$ cat config.mk
export PLATFORM = sky130hd
export DESIGN_NAME = sc_statemachine_lanes_flat
export DESIGN_NICKNAME = d
export VERILOG_FILES = /design/src/rtl/sc_lanes_pkg.sv /design/src/rtl/sc_statemachine_lanes_if.sv /design/src/rtl/sc_lane_period_counter.sv /design/src/rtl/sc_statemachine_lanes.sv /design/src/flat_wrapper.sv
export SDC_FILE = /design/constraint.sdc
export NUM_CORES = 1
export LEC_CHECK = 0
export CAP_MARGIN = 10
export CELL_PAD_IN_SITES_DETAIL_PLACEMENT = 0
export CELL_PAD_IN_SITES_GLOBAL_PLACEMENT = 1
export CORE_MARGIN = 2
export CORE_UTILIZATION = 31
export DETAILED_ROUTE_END_ITERATION = 8
export HOLD_SLACK_MARGIN = 0.08
export PLACE_DENSITY_LB_ADDON = 0.25
export SLEW_MARGIN = 20
export SYNTH_ARGS = -nofsm -noshare
export SYNTH_HDL_FRONTEND = slang
export SYNTH_SLANG_ARGS = --single-unit
$ cat constraint.sdc
create_clock -name SC_STATEMACHINELANES_CLOCK_50 -period 8 [get_ports SC_STATEMACHINELANES_CLOCK_50]
set_clock_uncertainty 0.1 [all_clocks]
set_input_delay 2 -clock SC_STATEMACHINELANES_CLOCK_50 [delete_from_list [all_inputs] [get_ports SC_STATEMACHINELANES_CLOCK_50]]
set_output_delay 2 -clock SC_STATEMACHINELANES_CLOCK_50 [all_outputs]
set_load 0.03 [all_outputs]
$ cat src/rtl/sc_lanes_pkg.sv
// Shared types and constants for the multi-lane background shift controller.
package sc_lanes_pkg;

  typedef enum logic [2:0] {
    ST_RESET = 3'd0,
    ST_START = 3'd1,
    ST_RUN   = 3'd2,
    ST_SHIFT = 3'd3,
    ST_PAUSE = 3'd4
  } state_e;

  localparam logic [1:0] SHIFT_HOLD  = 2'b11;
  localparam logic [1:0] SHIFT_LEFT  = 2'b10;
  localparam logic [1:0] SHIFT_RIGHT = 2'b01;

  localparam int unsigned MIN_PERIOD = 2;

endpackage

$ cat src/rtl/sc_statemachine_lanes_if.sv
// Button-side and lane-datapath-side signals of the lane controller.
interface sc_statemachine_lanes_if #(
  parameter int N_LANES = 4,
  parameter int LEVEL_W = 2
);
  logic                   SC_STATEMACHINELANES_startButton_InLow;
  logic                   SC_STATEMACHINELANES_pause_InLow;
  logic [LEVEL_W-1:0]     SC_STATEMACHINELANES_level_In;
  logic                   SC_STATEMACHINELANES_clear_OutLow;
  logic [2*N_LANES-1:0]   SC_STATEMACHINELANES_shiftselection_Out;
  logic [N_LANES-1:0]     SC_STATEMACHINELANES_tick_Out;
  logic [2:0]             SC_STATEMACHINELANES_state_Out;

  // master: board/score side; slave: the controller itself
  modport master (
    output SC_STATEMACHINELANES_startButton_InLow,
    output SC_STATEMACHINELANES_pause_InLow,
    output SC_STATEMACHINELANES_level_In,
    input  SC_STATEMACHINELANES_clear_OutLow,
    input  SC_STATEMACHINELANES_shiftselection_Out,
    input  SC_STATEMACHINELANES_tick_Out,
    input  SC_STATEMACHINELANES_state_Out
  );

  modport slave (
    input  SC_STATEMACHINELANES_startButton_InLow,
    input  SC_STATEMACHINELANES_pause_InLow,
    input  SC_STATEMACHINELANES_level_In,
    output SC_STATEMACHINELANES_clear_OutLow,
    output SC_STATEMACHINELANES_shiftselection_Out,
    output SC_STATEMACHINELANES_tick_Out,
    output SC_STATEMACHINELANES_state_Out
  );
endinterface

$ cat src/rtl/sc_lane_period_counter.sv
// Per-lane down counter: reloads to P-1, freezes when idle, pulses on expiry.
module sc_lane_period_counter
  import sc_lanes_pkg::*;
#(
  parameter int CNT_W       = 24,
  parameter int BASE_PERIOD = 5000000,
  parameter int LEVEL_W     = 2,
  parameter bit ODD_LANE    = 1'b0
) (
  input  logic               clk_i,
  input  logic               rst_ni,
  input  logic               hold_i,
  input  logic               run_i,
  input  logic [LEVEL_W-1:0] level_i,
  output logic               expire_o
);

  localparam logic [CNT_W-1:0] BASE = CNT_W'(BASE_PERIOD);

  // Odd lanes run at twice the speed; short periods are clamped so a lane never fires every cycle.
  function automatic logic [CNT_W-1:0] lane_period(input logic [LEVEL_W-1:0] lvl);
    logic [CNT_W-1:0] p;
    p = (BASE >> lvl) >> ODD_LANE;
    if (p < CNT_W'(MIN_PERIOD)) p = CNT_W'(MIN_PERIOD);
    return p;
  endfunction

  logic [CNT_W-1:0] reload;
  logic [CNT_W-1:0] cnt_q, cnt_d;

  assign reload   = lane_period(level_i) - CNT_W'(1);
  assign expire_o = run_i && (cnt_q == '0);

  always_comb begin
    cnt_d = cnt_q;
    if (hold_i || expire_o) cnt_d = reload;
    else if (run_i)         cnt_d = cnt_q - CNT_W'(1);
  end

  always_ff @(posedge clk_i) begin
    if (!rst_ni) cnt_q <= reload;
    else         cnt_q <= cnt_d;
  end

endmodule

$ cat src/rtl/sc_statemachine_lanes.sv
// Multi-lane background shift controller: start/run/shift/pause FSM with per-lane period counters.
module sc_statemachine_lanes
  import sc_lanes_pkg::*;
#(
  parameter int                 N_LANES     = 4,
  parameter int                 CNT_W       = 24,
  parameter int                 BASE_PERIOD = 5000000,
  parameter logic [N_LANES-1:0] DIR_MASK    = 4'b0101,
  parameter int                 LEVEL_W     = 2
) (
  input logic                    SC_STATEMACHINELANES_CLOCK_50,
  input logic                    SC_STATEMACHINELANES_RESET_InLow,
  sc_statemachine_lanes_if.slave bus
);

  logic clk, rst_n;
  assign clk   = SC_STATEMACHINELANES_CLOCK_50;
  assign rst_n = SC_STATEMACHINELANES_RESET_InLow;

  state_e             state_q, state_d;
  logic [N_LANES-1:0] pending_q, pending_d;
  logic [N_LANES-1:0] expire;
  logic               run_en, hold_en;

  assign run_en  = (state_q == ST_RUN)   || (state_q == ST_SHIFT);
  assign hold_en = (state_q == ST_RESET) || (state_q == ST_START);

  for (genvar i = 0; i < N_LANES; i++) begin : g_lane
    sc_lane_period_counter #(
      .CNT_W       (CNT_W),
      .BASE_PERIOD (BASE_PERIOD),
      .LEVEL_W     (LEVEL_W),
      .ODD_LANE    ((i % 2) == 1)
    ) u_cnt (
      .clk_i    (clk),
      .rst_ni   (rst_n),
      .hold_i   (hold_en),
      .run_i    (run_en),
      .level_i  (bus.SC_STATEMACHINELANES_level_In),
      .expire_o (expire[i])
    );
  end

  // Pending shifts beat a pause request; pause is looked at again in the following RUN cycle.
  always_comb begin
    state_d = state_q;
    case (state_q)
      ST_RESET: state_d = ST_START;
      ST_START: if (!bus.SC_STATEMACHINELANES_startButton_InLow) state_d = ST_RUN;
      ST_RUN: begin
        if (pending_q != '0)                             state_d = ST_SHIFT;
        else if (!bus.SC_STATEMACHINELANES_pause_InLow)  state_d = ST_PAUSE;
      end
      ST_SHIFT: state_d = ST_RUN;
      ST_PAUSE: if (bus.SC_STATEMACHINELANES_pause_InLow) state_d = ST_RUN;
      default:  state_d = ST_RESET;
    endcase
  end

  // A fresh expiry in the SHIFT cycle survives the clear of the bits being consumed.
  always_comb begin
    pending_d = pending_q;
    if (state_q == ST_SHIFT) pending_d = '0;
    pending_d = pending_d | expire;
  end

  always_ff @(posedge clk) begin
    if (!rst_n) begin
      state_q   <= ST_RESET;
      pending_q <= '0;
    end else begin
      state_q   <= state_d;
      pending_q <= pending_d;
    end
  end

  logic [2*N_LANES-1:0] shsel;
  logic [N_LANES-1:0]   tick;

  always_comb begin
    shsel = {N_LANES{SHIFT_HOLD}};
    tick  = '0;
    if (state_q == ST_SHIFT) begin
      for (int i = 0; i < N_LANES; i++) begin
        if (pending_q[i]) begin
          shsel[2*i +: 2] = DIR_MASK[i] ? SHIFT_RIGHT : SHIFT_LEFT;
          tick[i]         = 1'b1;
        end
      end
    end
  end

  assign bus.SC_STATEMACHINELANES_clear_OutLow       = (state_q != ST_RESET);
  assign bus.SC_STATEMACHINELANES_shiftselection_Out = shsel;
  assign bus.SC_STATEMACHINELANES_tick_Out           = tick;
  assign bus.SC_STATEMACHINELANES_state_Out          = state_q;

endmodule

$ cat src/flat_wrapper.sv
// flat-port wrapper written by rule: the top's interface ports become plain ports
module sc_statemachine_lanes_flat import sc_lanes_pkg::*;
#(
  parameter int                 N_LANES     = 4,
  parameter int                 CNT_W       = 24,
  parameter int                 BASE_PERIOD = 5000000,
  parameter logic [N_LANES-1:0] DIR_MASK    = 4'b0101,
  parameter int                 LEVEL_W     = 2
)
  (SC_STATEMACHINELANES_CLOCK_50, SC_STATEMACHINELANES_RESET_InLow, bus_SC_STATEMACHINELANES_startButton_InLow, bus_SC_STATEMACHINELANES_pause_InLow, bus_SC_STATEMACHINELANES_level_In, bus_SC_STATEMACHINELANES_clear_OutLow, bus_SC_STATEMACHINELANES_shiftselection_Out, bus_SC_STATEMACHINELANES_tick_Out, bus_SC_STATEMACHINELANES_state_Out);
  sc_statemachine_lanes_if #(.N_LANES(N_LANES), .LEVEL_W(LEVEL_W)) bus_i ();
  input logic SC_STATEMACHINELANES_CLOCK_50;
  input logic SC_STATEMACHINELANES_RESET_InLow;
  input wire logic [$bits(bus_i.SC_STATEMACHINELANES_startButton_InLow)-1:0] bus_SC_STATEMACHINELANES_startButton_InLow;
  input wire logic [$bits(bus_i.SC_STATEMACHINELANES_pause_InLow)-1:0] bus_SC_STATEMACHINELANES_pause_InLow;
  input wire logic [$bits(bus_i.SC_STATEMACHINELANES_level_In)-1:0] bus_SC_STATEMACHINELANES_level_In;
  output wire logic [$bits(bus_i.SC_STATEMACHINELANES_clear_OutLow)-1:0] bus_SC_STATEMACHINELANES_clear_OutLow;
  output wire logic [$bits(bus_i.SC_STATEMACHINELANES_shiftselection_Out)-1:0] bus_SC_STATEMACHINELANES_shiftselection_Out;
  output wire logic [$bits(bus_i.SC_STATEMACHINELANES_tick_Out)-1:0] bus_SC_STATEMACHINELANES_tick_Out;
  output wire logic [$bits(bus_i.SC_STATEMACHINELANES_state_Out)-1:0] bus_SC_STATEMACHINELANES_state_Out;
  assign bus_i.SC_STATEMACHINELANES_startButton_InLow = bus_SC_STATEMACHINELANES_startButton_InLow;
  assign bus_i.SC_STATEMACHINELANES_pause_InLow = bus_SC_STATEMACHINELANES_pause_InLow;
  assign bus_i.SC_STATEMACHINELANES_level_In = bus_SC_STATEMACHINELANES_level_In;
  assign bus_SC_STATEMACHINELANES_clear_OutLow = bus_i.SC_STATEMACHINELANES_clear_OutLow;
  assign bus_SC_STATEMACHINELANES_shiftselection_Out = bus_i.SC_STATEMACHINELANES_shiftselection_Out;
  assign bus_SC_STATEMACHINELANES_tick_Out = bus_i.SC_STATEMACHINELANES_tick_Out;
  assign bus_SC_STATEMACHINELANES_state_Out = bus_i.SC_STATEMACHINELANES_state_Out;
  sc_statemachine_lanes #(.N_LANES(N_LANES), .CNT_W(CNT_W), .BASE_PERIOD(BASE_PERIOD), .DIR_MASK(DIR_MASK), .LEVEL_W(LEVEL_W)) u_core (.SC_STATEMACHINELANES_CLOCK_50(SC_STATEMACHINELANES_CLOCK_50), .SC_STATEMACHINELANES_RESET_InLow(SC_STATEMACHINELANES_RESET_InLow), .bus(bus_i));
endmodule
==> results.ini <==
[route]
wire_per_inst_microns = 17.23
drc = 0
viasPerCell = 5.227
num_vias = 4642
drt_iter0_drc = 464
wirelength_microns = 15300
drt-pass1-iter-count = 5
ant_nets = 0

[setup_path]
cp-start-kind = register
max_stage_delay_ns = 0.66
timing_worst_setup_path_type = register to output port
critical_path_arrival_ns = 2.36
crit_slowest_cell = clkdlybuf4s50_1
crit_path_end_kind = output port
rrSetupSlack_ns = 4.99
cp_top_family = buffers and inverters
required_ns = 5.90
critPathMaxFanout = 11
path_buf_inv = 2
cp_cell_sequence = nor2b_1 -> and2_1 -> nand2_1 -> inv_1 -> clkdlybuf4s50_1

[logic_synthesis]
synthTopCellsByArea = edfxtp_1, xnor2_1, a21oi_1
synth-async-reset-ratio_pct = 0
synthMostInstantiatedCell = edfxtp_1
avgSynthCellArea_sq_um = 10.15
ys_seq_area_share_pct = 48.76
yosysTopAreaCellShare_pct = 46.50
synth_cell_type_count = 60
synthCells = 611
synth_edf_count = 96
synth_commonest_cells = edfxtp_1, a21oi_1, nor2_1
ys_ff_latch = 103
yosys_warnings = 0
synth_top_cell_by_area = edfxtp_1
syn-cell-area_sq_mm = 0.006200
synthFlopType = edfxtp_1

[sta]
fmax_mhz = 224.0
fin_setup_tns_ns = 0
tightest_slew_ns = 1.069
fin_crit_sh_pct = 55.79
slew_headroom_pct = 28.54
setup_viol = 0
final-max-slew-violation-count = 0
final.min_clock_period_ns = 4.464
rsz0062_at_grt = no
report.final.hold_viol_count = 0

[global_routing]
antenna_found_initial = 0
grt_pass1_vias = 4450
grt_pass1_wl_microns = 24700
grt_usage_pct = 14.75
grt_overflow_total = 0
grt_start_max_net_pins = 35

[clock_tree]
worst_skew_pair.late_latency_ns = 0.36
postCtsResizedCells = 0
cts_setup_buffers = 0
cts_sinks = 103
tritoncts = built
path_clk_slew_ns = 0.07
root_buffer = clkbuf_16
cts_buffer_depth = 2
cts.htree.levels = 3
cts_made_buffers = 9
hold_buffers = 0

[finish]
drive_gt1_share_pct = 7.223
nNetsFinal = 636
seq_area_sq_mm = 0.003023
area_delta_synth_final_pct = 11.30
multiInputGateArea_sq_mm = 0.002980
antenna_cells = 0
nFillCells = 1996
fin_util_pct = 35.34

[placed_design]
place.gp.congestion = 0.7891
io_buffer_count = 17
place_hpwl_microns = 10270

[die]
fp.dieH_microns = 145.4
fp.dieArea_sq_mm = 0.02115
ioPinCount = 22
core-area_sq_mm = 0.01953
rows = 51
die_w_microns = 145.4
initial_utilization_pct = 31.75

[min_path]
hp-class = register to register

[run]
max_cap_violations = 0

[power]
power_density_mw_per_mm2 = 195.9
power_leakage_nw = 2.250
peakVddDrop_uv = 96.72

[status]
outcome = completed

power by group:
group / total, mW / internal, mW / switching, mW
registers: 0.720 / 0.657 / 0.0631
clock network: 0.453 / 0.247 / 0.205
logic: 0.179 / 0.0733 / 0.106
layer usage:
layer	part of all wire, %	GRT usage (%)	up-vias
met5	0	0	-
met4	1.8	5.784	0
met3	3.0	1.850	16
met2	47	23.74	87
met1	48	20.29	2279
li1	-	-	2260
stage by stage:
| step | cells | hold WS [ns] | area [sq um] | power (mW) | setup slack, ns |
|---|---|---|---|---|---|
| final | 888 | 0.4341 | 6900 | 1.352 | 3.536 |
| after global routing | 888 | 0.4792 | 6900 | 1.415 | 3.392 |
| after detailed placement | 872 | 0.4250 | 6595 | 0.9097 | 3.298 |
| after global placement | 872 | 0.4238 | 6595 | 0.9065 | 3.306 |
| after floorplan | 614 | 0.3910 | 6211 | 0.8520 | 4.207 |
| after CTS | 888 | 0.4350 | 6893 | 1.364 | 3.481 |
state kept, by name, summed over array words and instances (netlist names):
name	count
u_core.bus.SC_STATEMACHINELANES_state_Out	3
u_core.g_lane.u_cnt.cnt_q	96
u_core.pending_q	4
cell type report:
| cell class | instances | area share (%) |
|---|---|---|
| inverter | 18 | 0.9791 |
| clock inverter | 2 | 0.1813 |
| clock buffer | 14 | 4.134 |
| sequential | 103 | 43.81 |
| timing repair buffer | 21 | 2.901 |
| multi-input combinational | 465 | 43.19 |
| tap | 265 | 4.805 |
worst register-to-register path, cell delays in order (launching register included):
cell,delay [ns]
edfxtp_1,0.43
inv_1,0.08
ha_1,0.24
nor4b_1,0.51
nand4_1,0.38
o31a_1,0.39
buf_4,0.24
nor2b_1,0.29
a21oi_1,0.08
worst paths after layout:
| path | startpoint | endpoint | cells past startpoint |
|---|---|---|---|
| max | u_core.bus.SC_STATEMACHINELANES_state_Out[1]$_SDFFE_PN0P_ | bus_SC_STATEMACHINELANES_tick_Out[0] | 5 |
| min | u_core.pending_q[1]$_SDFF_PN0_ | u_core.pending_q[1]$_SDFF_PN0_ | 2 |
| max reg2reg | u_core.g_lane[1].u_cnt.cnt_q[0]$_SDFFCE_PP1P_ | u_core.g_lane[1].u_cnt.cnt_q[10]$_DFFE_PP_ | 8 |
| min reg2reg | u_core.pending_q[1]$_SDFF_PN0_ | u_core.pending_q[1]$_SDFF_PN0_ | 2 |
cells in the final DEF, fill, tap and decap left out, types with 3 or more instances in the layout:
cell type / netlist / final
edfxtp_1: 96 / 96
nand2_2: 0 / 3
o21ai_0: 7 / 7
xnor2_1: 48 / 48
nor4b_1: 6 / 6
a21oi_1: 76 / 75
nand2_1: 44 / 41
mux2i_1: 8 / 8
nand2b_1: 6 / 6
conb_1: 1 / 4
xor2_1: 23 / 23
nor2b_1: 13 / 13
a31oi_1: 13 / 12
nor4_1: 18 / 18
nand4b_1: 3 / 3
nand4_1: 6 / 6
or4_1: 15 / 15
clkdlybuf4s50_1: 0 / 17
nor3_1: 25 / 25
or2_2: 4 / 4
ha_1: 12 / 12
o31ai_1: 3 / 3
nor2_1: 70 / 70
or3_1: 7 / 7
inv_1: 18 / 18
nand3_1: 7 / 7
dfxtp_1: 7 / 7
nor4_2: 3 / 3
buf_4: 4 / 4
clkbuf_16: 0 / 10
a21oi_2: 3 / 4
nand3b_1: 3 / 3
cell families after synthesis:
family / synth area share [%]
compound gates: 11.12
xor+xnor: 10.03
simple gates: 22.44
buf+inv: 3.633
mux: 1.534
other cells: 0.06049
fa+ha+maj: 2.422
flops: 48.76
(Power assumes the default switching activity.)
